### config.mk
export PLATFORM = sky130hd
export DESIGN_NAME = mini16_reset_seq_flat
export DESIGN_NICKNAME = d
export VERILOG_FILES = /design/src/rtl/mini16_reset_seq_if.sv /design/src/rtl/mini16_reset_seq.sv /design/src/flat_wrapper.sv
export SDC_FILE = /design/constraint.sdc
export NUM_CORES = 1
export LEC_CHECK = 0
export BUFFER_PORTS_ARGS = -buffer_cell sky130_fd_sc_hd__buf_4
export CAP_MARGIN = 25
export CORE_UTILIZATION = 45
export CTS_CLUSTER_SIZE = 25
export DETAILED_ROUTE_END_ITERATION = 6
export PLACE_DENSITY = 0.64
export SLEW_MARGIN = 40
export SYNTH_ARGS = -nofsm -noshare
export SYNTH_HDL_FRONTEND = slang
export SYNTH_SLANG_ARGS = --single-unit
### constraint.sdc
create_clock -name clk -period 2.25 [get_ports clk]
set_input_delay 0.225 -clock clk [delete_from_list [all_inputs] [get_ports clk]]
set_output_delay 0.225 -clock clk [all_outputs]
set_load 0.1 [all_outputs]
### src/rtl/mini16_reset_seq_if.sv
// Bundle of the reset sequencer's control and status signals.
//   master : the sequencer. It takes soft_reset and ch_ready in and drives the
//            per-channel resets and the status outputs.
//   slave  : the consumer side. It drives soft_reset and ch_ready and observes
//            the resets and the status outputs.
//   soft_reset  synchronous restart request
//   ch_ready    per-channel "out of reset" acknowledge
//   ch_reset    per-channel active-high reset
//   seq_done    all channels released and acknowledged
//   timeout_err sticky ready-timeout flag
//   err_ch      index of the channel that timed out
//   tick_count  cycles elapsed in the run window
//   run_expired sticky flag, set once the run window is used up
interface mini16_reset_seq_if #(
    parameter int unsigned CHANNELS  = 4,
    parameter int unsigned WIDTH_CNT = 16
);
    logic                 soft_reset;
    logic [CHANNELS-1:0]  ch_ready;
    logic [CHANNELS-1:0]  ch_reset;
    logic                 seq_done;
    logic                 timeout_err;
    logic [3:0]           err_ch;
    logic [WIDTH_CNT-1:0] tick_count;
    logic                 run_expired;

    modport master (
        input  soft_reset, ch_ready,
        output ch_reset, seq_done, timeout_err, err_ch, tick_count, run_expired
    );

    modport slave (
        output soft_reset, ch_ready,
        input  ch_reset, seq_done, timeout_err, err_ch, tick_count, run_expired
    );
endinterface

### src/rtl/mini16_reset_seq.sv
// Releases CHANNELS reset domains one after another. It holds every domain in
// reset for HOLD_CYCLES cycles. It then releases channel 0 and waits for its
// ready. After GAP_CYCLES idle cycles it releases the next channel, and so on.
// Once every channel is acknowledged it enters a RUN window that counts up to
// RUN_TICKS. If a released channel is not acknowledged within READY_TIMEOUT
// cycles, the block raises a sticky error and forces every domain back into
// reset.
//   clk   single clock
//   reset asynchronous, active-high
//   bus   mini16_reset_seq_if.master (soft_reset, ch_ready in; resets and status out)
module mini16_reset_seq #(
    parameter int unsigned CHANNELS      = 4,
    parameter int unsigned HOLD_CYCLES   = 10,
    parameter int unsigned GAP_CYCLES    = 2,
    parameter int unsigned READY_TIMEOUT = 1000,
    parameter int unsigned RUN_TICKS     = 10000,
    parameter int unsigned WIDTH_CNT     = 16
) (
    input  logic                  clk,
    input  logic                  reset,
    mini16_reset_seq_if.master    bus
);
    localparam int unsigned IDX_W = 4;

    // Terminal values of the shared cycle counter for each state.
    localparam logic [WIDTH_CNT-1:0] HOLD_LAST = WIDTH_CNT'(HOLD_CYCLES - 1);
    localparam logic [WIDTH_CNT-1:0] GAP_LAST  = WIDTH_CNT'(GAP_CYCLES);
    localparam logic [WIDTH_CNT-1:0] TO_LAST   = WIDTH_CNT'(READY_TIMEOUT - 1);
    localparam logic [WIDTH_CNT-1:0] RUN_LAST  = WIDTH_CNT'(RUN_TICKS);
    localparam logic [IDX_W-1:0]     LAST_IDX  = IDX_W'(CHANNELS - 1);

    typedef enum logic [2:0] {
        S_HOLD,
        S_WAIT,
        S_GAP,
        S_RUN,
        S_ERROR
    } state_t;

    state_t               state_q, state_nxt;
    logic [WIDTH_CNT-1:0] cnt_q, cnt_nxt;
    logic [IDX_W-1:0]     idx_q, idx_nxt;

    logic [CHANNELS-1:0]  ch_reset_q, ch_reset_nxt;
    logic                 seq_done_q, seq_done_nxt;
    logic                 timeout_err_q, timeout_err_nxt;
    logic [3:0]           err_ch_q, err_ch_nxt;
    logic [WIDTH_CNT-1:0] tick_q, tick_nxt;
    logic                 run_expired_q, run_expired_nxt;

    logic ready_sel;
    logic hold_done;
    logic gap_done;
    logic to_hit;

    // Ready of the channel currently being waited on. Ready bits of the other
    // channels never reach the control logic.
    always_comb begin
        ready_sel = 1'b0;
        for (int i = 0; i < CHANNELS; i++) begin
            if (idx_q == IDX_W'(i)) begin
                ready_sel = bus.ch_ready[i];
            end
        end
    end

    assign hold_done = (cnt_q == HOLD_LAST);
    assign gap_done  = (cnt_q == GAP_LAST);
    assign to_hit    = (cnt_q == TO_LAST);

    // State register.
    always_ff @(posedge clk or posedge reset) begin
        if (reset) begin
            state_q <= S_HOLD;
            cnt_q   <= '0;
            idx_q   <= '0;
        end else begin
            state_q <= state_nxt;
            cnt_q   <= cnt_nxt;
            idx_q   <= idx_nxt;
        end
    end

    // Next-state logic. A single counter serves as the hold, gap and timeout
    // timer, because only one of them is ever active at a time.
    always_comb begin
        state_nxt = state_q;
        cnt_nxt   = cnt_q;
        idx_nxt   = idx_q;
        if (bus.soft_reset) begin
            state_nxt = S_HOLD;
            cnt_nxt   = '0;
            idx_nxt   = '0;
        end else begin
            unique case (state_q)
                S_HOLD: begin
                    if (hold_done) begin
                        state_nxt = S_WAIT;
                        cnt_nxt   = '0;
                        idx_nxt   = '0;
                    end else begin
                        cnt_nxt = cnt_q + WIDTH_CNT'(1);
                    end
                end
                S_WAIT: begin
                    if (ready_sel) begin
                        cnt_nxt   = '0;
                        state_nxt = (idx_q == LAST_IDX) ? S_RUN : S_GAP;
                    end else if (to_hit) begin
                        cnt_nxt   = '0;
                        state_nxt = S_ERROR;
                    end else begin
                        cnt_nxt = cnt_q + WIDTH_CNT'(1);
                    end
                end
                S_GAP: begin
                    if (gap_done) begin
                        state_nxt = S_WAIT;
                        cnt_nxt   = '0;
                        idx_nxt   = idx_q + IDX_W'(1);
                    end else begin
                        cnt_nxt = cnt_q + WIDTH_CNT'(1);
                    end
                end
                S_RUN:   state_nxt = S_RUN;
                S_ERROR: state_nxt = S_ERROR;
                default: state_nxt = S_HOLD;
            endcase
        end
    end

    // Output logic: the values the output registers take on the next edge.
    always_comb begin
        ch_reset_nxt    = ch_reset_q;
        seq_done_nxt    = seq_done_q;
        timeout_err_nxt = timeout_err_q;
        err_ch_nxt      = err_ch_q;
        tick_nxt        = tick_q;
        run_expired_nxt = run_expired_q;
        if (bus.soft_reset) begin
            ch_reset_nxt    = '1;
            seq_done_nxt    = 1'b0;
            timeout_err_nxt = 1'b0;
            err_ch_nxt      = '0;
            tick_nxt        = '0;
            run_expired_nxt = 1'b0;
        end else begin
            unique case (state_q)
                S_HOLD: begin
                    ch_reset_nxt = '1;
                    if (hold_done) begin
                        ch_reset_nxt[0] = 1'b0;
                    end
                end
                S_WAIT: begin
                    if (!ready_sel && to_hit) begin
                        ch_reset_nxt    = '1;
                        timeout_err_nxt = 1'b1;
                        err_ch_nxt      = idx_q;
                    end
                end
                S_GAP: begin
                    // The gap ends with the release of the channel after idx.
                    for (int i = 1; i < CHANNELS; i++) begin
                        if (gap_done && (idx_q == IDX_W'(i - 1))) begin
                            ch_reset_nxt[i] = 1'b0;
                        end
                    end
                end
                S_RUN: begin
                    seq_done_nxt = 1'b1;
                    if (tick_q != RUN_LAST) begin
                        tick_nxt = tick_q + WIDTH_CNT'(1);
                    end else begin
                        run_expired_nxt = 1'b1;
                    end
                end
                S_ERROR: ch_reset_nxt = '1;
                default: ch_reset_nxt = '1;
            endcase
        end
    end

    // Output registers. Reset takes every domain back into reset asynchronously.
    always_ff @(posedge clk or posedge reset) begin
        if (reset) begin
            ch_reset_q    <= '1;
            seq_done_q    <= 1'b0;
            timeout_err_q <= 1'b0;
            err_ch_q      <= '0;
            tick_q        <= '0;
            run_expired_q <= 1'b0;
        end else begin
            ch_reset_q    <= ch_reset_nxt;
            seq_done_q    <= seq_done_nxt;
            timeout_err_q <= timeout_err_nxt;
            err_ch_q      <= err_ch_nxt;
            tick_q        <= tick_nxt;
            run_expired_q <= run_expired_nxt;
        end
    end

    assign bus.ch_reset    = ch_reset_q;
    assign bus.seq_done    = seq_done_q;
    assign bus.timeout_err = timeout_err_q;
    assign bus.err_ch      = err_ch_q;
    assign bus.tick_count  = tick_q;
    assign bus.run_expired = run_expired_q;
endmodule

### src/flat_wrapper.sv
// flat-port wrapper written by rule: the top's interface ports become plain ports
module mini16_reset_seq_flat 
#(
    parameter int unsigned CHANNELS      = 4,
    parameter int unsigned HOLD_CYCLES   = 10,
    parameter int unsigned GAP_CYCLES    = 2,
    parameter int unsigned READY_TIMEOUT = 1000,
    parameter int unsigned RUN_TICKS     = 10000,
    parameter int unsigned WIDTH_CNT     = 16
)
  (clk, reset, bus_soft_reset, bus_ch_ready, bus_ch_reset, bus_seq_done, bus_timeout_err, bus_err_ch, bus_tick_count, bus_run_expired);
  mini16_reset_seq_if #(.CHANNELS(CHANNELS), .WIDTH_CNT(WIDTH_CNT)) bus_i ();
  input  logic clk;
  input  logic reset;
  input wire logic [$bits(bus_i.soft_reset)-1:0] bus_soft_reset;
  input wire logic [$bits(bus_i.ch_ready)-1:0] bus_ch_ready;
  output wire logic [$bits(bus_i.ch_reset)-1:0] bus_ch_reset;
  output wire logic [$bits(bus_i.seq_done)-1:0] bus_seq_done;
  output wire logic [$bits(bus_i.timeout_err)-1:0] bus_timeout_err;
  output wire logic [$bits(bus_i.err_ch)-1:0] bus_err_ch;
  output wire logic [$bits(bus_i.tick_count)-1:0] bus_tick_count;
  output wire logic [$bits(bus_i.run_expired)-1:0] bus_run_expired;
  assign bus_i.soft_reset = bus_soft_reset;
  assign bus_i.ch_ready = bus_ch_ready;
  assign bus_ch_reset = bus_i.ch_reset;
  assign bus_seq_done = bus_i.seq_done;
  assign bus_timeout_err = bus_i.timeout_err;
  assign bus_err_ch = bus_i.err_ch;
  assign bus_tick_count = bus_i.tick_count;
  assign bus_run_expired = bus_i.run_expired;
  mini16_reset_seq #(.CHANNELS(CHANNELS), .HOLD_CYCLES(HOLD_CYCLES), .GAP_CYCLES(GAP_CYCLES), .READY_TIMEOUT(READY_TIMEOUT), .RUN_TICKS(RUN_TICKS), .WIDTH_CNT(WIDTH_CNT)) u_core (.clk(clk), .reset(reset), .bus(bus_i));
endmodule
==> results of run 1 <==
## registers in the layout, summed over array words and instances (netlist names)
signal and cells:
u_core.bus.seq_done 1, u_core.bus.tick_count 16, u_core.state_q 3, u_core.bus.run_expired 1, u_core.cnt_q 16, u_core.bus.err_ch 4, u_core.idx_q 4, u_core.bus.ch_reset 4
u_core.bus.timeout_err 1
## kinds of logic after synthesis
group	synth area share
xor gates and xnor gates	0.0432
and+or+nand+nor	0.273
muxes	0.0106
buffers and inverters	0.0472
adders and majority gates	0.0397
DFF	0.442
AOI/OAI and AO/OA	0.144
## area by class of cell
type	instances	area (µm²)	share of cell area
timing repair buffer	55	429	0.124
inverter	19	71.3	0.0206
sequential	50	1260	0.365
tap	75	93.8	0.0271
clock buffer	8	110	0.0318
multi-input combinational	225	1490	0.431
## Yosys cell counts, types with 4 or more instances
library cell / count
a31oi_1: 7
a21o_1: 5
a21oi_1: 4
nand4_1: 8
dfstp_2: 4
xor2_1: 8
ha_1: 9
clkbuf_1: 8
nor3_1: 8
nand2_1: 33
nand3_1: 22
o22ai_1: 4
a22o_1: 7
dfrtp_1: 46
inv_1: 19
nor2_1: 39
xnor2_1: 6
o21ai_0: 4
## layer usage
metal,global-route usage,routed length [µm],up-vias
li1,-,-,1190
met1,0.278,3110,1202
met2,0.335,3060,46
met3,0.0422,215,13
met4,0.0661,95,0
met5,0,0,-
## stage by stage
| step | worst slack [ns] | area (µm²) | power, mW | utilization |
|---|---|---|---|---|
| floorplan | 0.0305 | 2840 | 1.41 | - |
| global placement | 0.0289 | 3280 | 1.57 | 0.547 |
| detailed placement | -0.0854 | 3280 | 1.58 | 0.547 |
| CTS | 0.00700 | 3410 | 2.23 | 0.569 |
| global route | -0.00246 | 3460 | 2.37 | 0.577 |
| finish | 0.0994 | 3460 | 2.26 | 0.577 |
## power breakdown
part | switching [mW] | internal (mW) | total (mW)
Sequential | 0.0674 | 0.940 | 1.01
Clock | 0.306 | 0.311 | 0.617
Combinational | 0.363 | 0.270 | 0.633
## worst paths after layout
kind	cells past startpoint	end	slack [ns]	startpoint
max reg2reg	9	u_core.cnt_q[4]$_DFFE_PP0P_	0.1	u_core.cnt_q[1]$_DFFE_PP0P_
min reg2reg	1	u_core.bus.timeout_err$_DFFE_PP0P_	0.49	u_core.bus.timeout_err$_DFFE_PP0P_
min in group clk	5	u_core.state_q[0]$_DFFE_PP0P_	0.36	bus_soft_reset
max in group asynchronous	3	u_core.bus.ch_reset[2]$_DFFE_PP1P_	1.63	reset
min	2	u_core.bus.tick_count[6]$_DFFE_PP0P_	0.005	reset
max	9	u_core.cnt_q[4]$_DFFE_PP0P_	0.1	u_core.cnt_q[1]$_DFFE_PP0P_
## timing repair
| item | in CTS | in global routing |
|---|---|---|
| setup buffers | 2 | 1 |
| endpoints found under the setup margin | 18 | 24 |
| resized for setup | 2 | 10 |
| pin swaps | 1 | 6 |
==> reports/qor.yml, run 1 <==
clk_pin_slew_ns: 0.09
io_pins: 34
area_growth_pct: 21.8
drc_errors: 0
cpPeakStageDelay_ns: 0.43
slowest_stage: "dfrtp_1"
row_count: 28
period_share: 0.956
antenna_found_initial: 0
tightest_slew_ns: 0.635
via_count: 2451
cellPowerDensity_mw_per_mm2: 653
worst_skew_pair.late_latency_ns: 0.30
p_leak_nw: 1.54
htree_levels: 2
synth_top_area_cell: "dfrtp_1"
syn_area_mm2: 0.00284
routabilityCongestion: 0.800
layout-drive-gt1-share: 0.255
final_common_cell: "buf_4"
setup_viol: 0
relSlewSlack: 0.576
whs_ns: 0.00491
core_area_mm2: 0.00599
die_area_mm2: 0.00663
cts_tree: "done"
diodes: 0
cp_top_family: "simple AND/OR/NAND/NOR gates"
endpoint_kind: "flop"
synth.area.top_cells: "dfrtp_1 41%, nor2_1 5.2%, nand2_1 4.4%, ha_1 4.0%, nand3_1 3.9%"
dp.cells: 421
numCtsBuffers: 5
wl_um: 6480
yosysWarnings: 0
grt_pass1_wl_um: 10600
crit_fanout: 11
grt_pass1_vias: 2293
cp-start-kind: "flop"
syn-instance-count: 306
grt_overflow: 0
ys_seq_area_frac: 0.442
drt_iter0_drc: 141
cap_violations: 0
post-dp-hpwl_um: 4540
synth.top_cell.area_share: 0.405
ys.flop_type: "dfrtp_1"
status: "completed"
die_x_um: 81.4
die_h_um: 81.4
hp-class: "in -> async"
slew_viol_final: 0
first_pass_iters: 4
path_class: "reg -> reg"
grt_max_degree: 30
finClkSkew_ns: 0.00734
syn_area_per_cell_um2: 9.28
ys_seq_elements: 50
cp_num_buf_inv: 2
synth_edf_count: 0
tns_ns: 0
worstPathCellList: "inv_1 -> ha_1 -> nor4bb_1 -> nand4_1 -> nor2_2 -> nor2_2 -> buf_4 -> a31o_2 -> a22o_1"
routedWlPerCell_um: 15.0
worstPathArrival_ns: 2.34
vias_per_cell: 5.67
cts_hold_buf: 0
grt_usage: 0.208
clock_sinks: 50
required_ns: 2.44
postRouteAntennaNets: 0
syn_nets: 322
max_freq_ghz: 0.465
clockBufferDepth: 2
crit_top_cell: "nor2_2"
nFillCells: 516
postSynth.asyncResetShare: 1.00
final_cell_mix: "53 x buf_4, 42 x dfrtp_1, 37 x nor2_1, 33 x nand2_1, 22 x nand3_1"
cts_root_buffer: "clkbuf_8"
post-route-min-period_ns: 2.15
ir_drop_mv: 0.392
initial_core_util: 0.474
fin_cells: 432
port_buffers: 33
ys_types: 56
layout.nets: 372
hold_viol_final: 0
Power figures use the tool's default switching activity.
==> inputs of run 2 (changes only) <==
- MAX_ROUTING_LAYER: default -> met4
==> run 2 against run 1 <==
Die area unchanged; sequential power about the same; via count down 0.16%; critical endpoint unchanged; highest routed layer unchanged.
==> reports/qor.yml, run 2 (synthesized netlist as in run 1, its figures left out) <==
netSwitchingFraction: 0.327
finClkSkew_ns: 0.00638
clockBufferDepth: 2
clk_pin_slew_ns: 0.09
layout.nets: 372
p_leak_nw: 1.54
io_pins: 34
grt_max_degree: 30
r2r_end: "u_core.cnt_q[4]$_DFFE_PP0P_"
cap_violations: 0
cp_num_buf_inv: 2
endpoint_kind: "flop"
cts_tree: "done"
layout_setup_ws_ns: 0.0900
net-switching-power_mw: 0.739
die_area_mm2: 0.00663
drc_errors: 0
row_count: 28
cts_root_buffer: "clkbuf_8"
setup_viol: 0
diodes: 0
p_int_mw: 1.52
period_share: 0.960
cp.depth: 9
via_count: 2447
worst_skew_pair.late_latency_ns: 0.30
cellPowerDensity_mw_per_mm2: 654
cp-start-kind: "flop"
post-dp-hpwl_um: 4540
final_area_mm2: 0.00346
slowest_stage: "dfrtp_1"
port_buffers: 33
drt_iter0_drc: 168
final_common_cell: "buf_4"
grt_overflow: 0
htree_levels: 2
slew_viol_final: 0
postRouteAntennaNets: 0
relSlewSlack: 0.569
status: "completed"
routedWlPerCell_um: 15.0
ff2ff_setup_slack_ns: 0.09
initial_core_util: 0.474
place_area_mm2: 0.00328
cpPeakStageDelay_ns: 0.44
p_comb_frac: 0.281
layout-drive-gt1-share: 0.255
grt_pass1_wl_um: 10600
numCtsBuffers: 5
crit_top_cell: "nor2_2"
grt_usage: 0.215
clock_sinks: 50
dp_slack_ns: -0.0854
path_class: "reg -> reg"
tightest_slew_ns: 0.646
die_h_um: 81.4
crit_fanout: 11
first_pass_iters: 5
routabilityCongestion: 0.812
cp_top_family: "simple AND/OR/NAND/NOR gates"
r2r_start: "u_core.cnt_q[1]$_DFFE_PP0P_"
required_ns: 2.44
clock_power_share: 0.273
vias_per_cell: 5.66
die_x_um: 81.4
final_cell_mix: "53 x buf_4, 42 x dfrtp_1, 37 x nor2_1, 33 x nand2_1, 22 x nand3_1"
post-route-min-period_ns: 2.16
ir_drop_mv: 0.392
p_seq_frac: 0.446
worstPathCellList: "inv_1 -> ha_1 -> nor4bb_1 -> nand4_1 -> nor2_2 -> nor2_2 -> buf_4 -> a31o_2 -> a22o_1"
ff2ff_path_depth: 9
cts_hold_buf: 0
core_area_mm2: 0.00599
worstPathArrival_ns: 2.35
antenna_found_initial: 0
max_freq_ghz: 0.463
wl_um: 6500
hp-class: "in -> async"
area_growth_pct: 21.8
grt_pass1_vias: 2291
hold_viol_final: 0
==> run 2: cell counts in the layout (fill, tap and decap cells not counted) <==
No cell type changed its count.
==> run 2: layout make-up <==
class / count / area [µm²]
fillers: 516 / 2530
flip-flops and latches: 50 / 1260
clock buffers: 8 / 110
repair buffers: 55 / 429
multi-input cells: 225 / 1490
well taps: 75 / 93.8
inverters: 19 / 71.3
==> run 2: metal layers <==
metal  track usage  part of all wire  up-vias
met4        0.0714             0.011        0
li1              -                 -     1191
met2         0.335              0.47       48
met1         0.278              0.49     1200
met3        0.0456             0.030        8
met5             -                 0        -
==> run 2: through the flow <==
step / hold WS, ns / TNS (ns) / power (mW) / instances / utilization
after floorplan: 0.514 / 0 / 1.41 / 306 / -
after global placement: 0.363 / 0 / 1.57 / 421 / 0.547
after detailed placement: 0.367 / -0.530 / 1.58 / 421 / 0.547
after CTS: 0.0386 / 0 / 2.23 / 431 / 0.569
after global routing: 0.0528 / -0.00253 / 2.38 / 432 / 0.577
final: 0.00763 / 0 / 2.26 / 432 / 0.577
==> run 2: power by group through the flow <==
stage | logic [mW] | registers (mW) | clock network (mW)
floorplan | 0.385 | 1.03 | 0
global placement | 0.551 | 1.02 | 0
detailed placement | 0.555 | 1.02 | 0
CTS | 0.591 | 1.00 | 0.632
global route | 0.691 | 1.02 | 0.669
finish | 0.636 | 1.01 | 0.616
==> run 2: what timing repair did <==
item                                    4_1_cts  5_1_grt
endpoints found under the setup margin       18       24
hold endpoints to repair                      0        0
gates resized for setup                       2       10
buffers inserted                              2        1
pin swaps                                     1        6
==> run 2: worst max-delay path by stage <==
stage | from | to | slack (ns)
4_1_cts | u_core.idx_q[1]$_DFFE_PP0P_ | u_core.idx_q[3]$_DFFE_PP0P_ | 0.007
3_5_place_dp | u_core.idx_q[0]$_DFFE_PP0P_ | u_core.cnt_q[4]$_DFFE_PP0P_ | -0.09
6_report | u_core.cnt_q[1]$_DFFE_PP0P_ | u_core.cnt_q[4]$_DFFE_PP0P_ | 0.09
5_1_grt | u_core.idx_q[1]$_DFFE_PP0P_ | u_core.idx_q[3]$_DFFE_PP0P_ | -0.003
3_3_place_gp | u_core.idx_q[0]$_DFFE_PP0P_ | u_core.cnt_q[4]$_DFFE_PP0P_ | 0.03
2_1_floorplan | u_core.bus.tick_count[3]$_DFFE_PP0P_ | u_core.bus.tick_count[4]$_DFFE_PP0P_ | 0.03
==> run 2: worst register-to-register path, delay by kind of cell, from the launching register on <==
family | cells | cell delay (ns)
DFF | 1 | 0.44
buffers and inverters | 2 | 0.26
and+or+nand+nor | 4 | 0.81
AOI/OAI and AO/OA | 2 | 0.42
adders and majority gates | 1 | 0.12
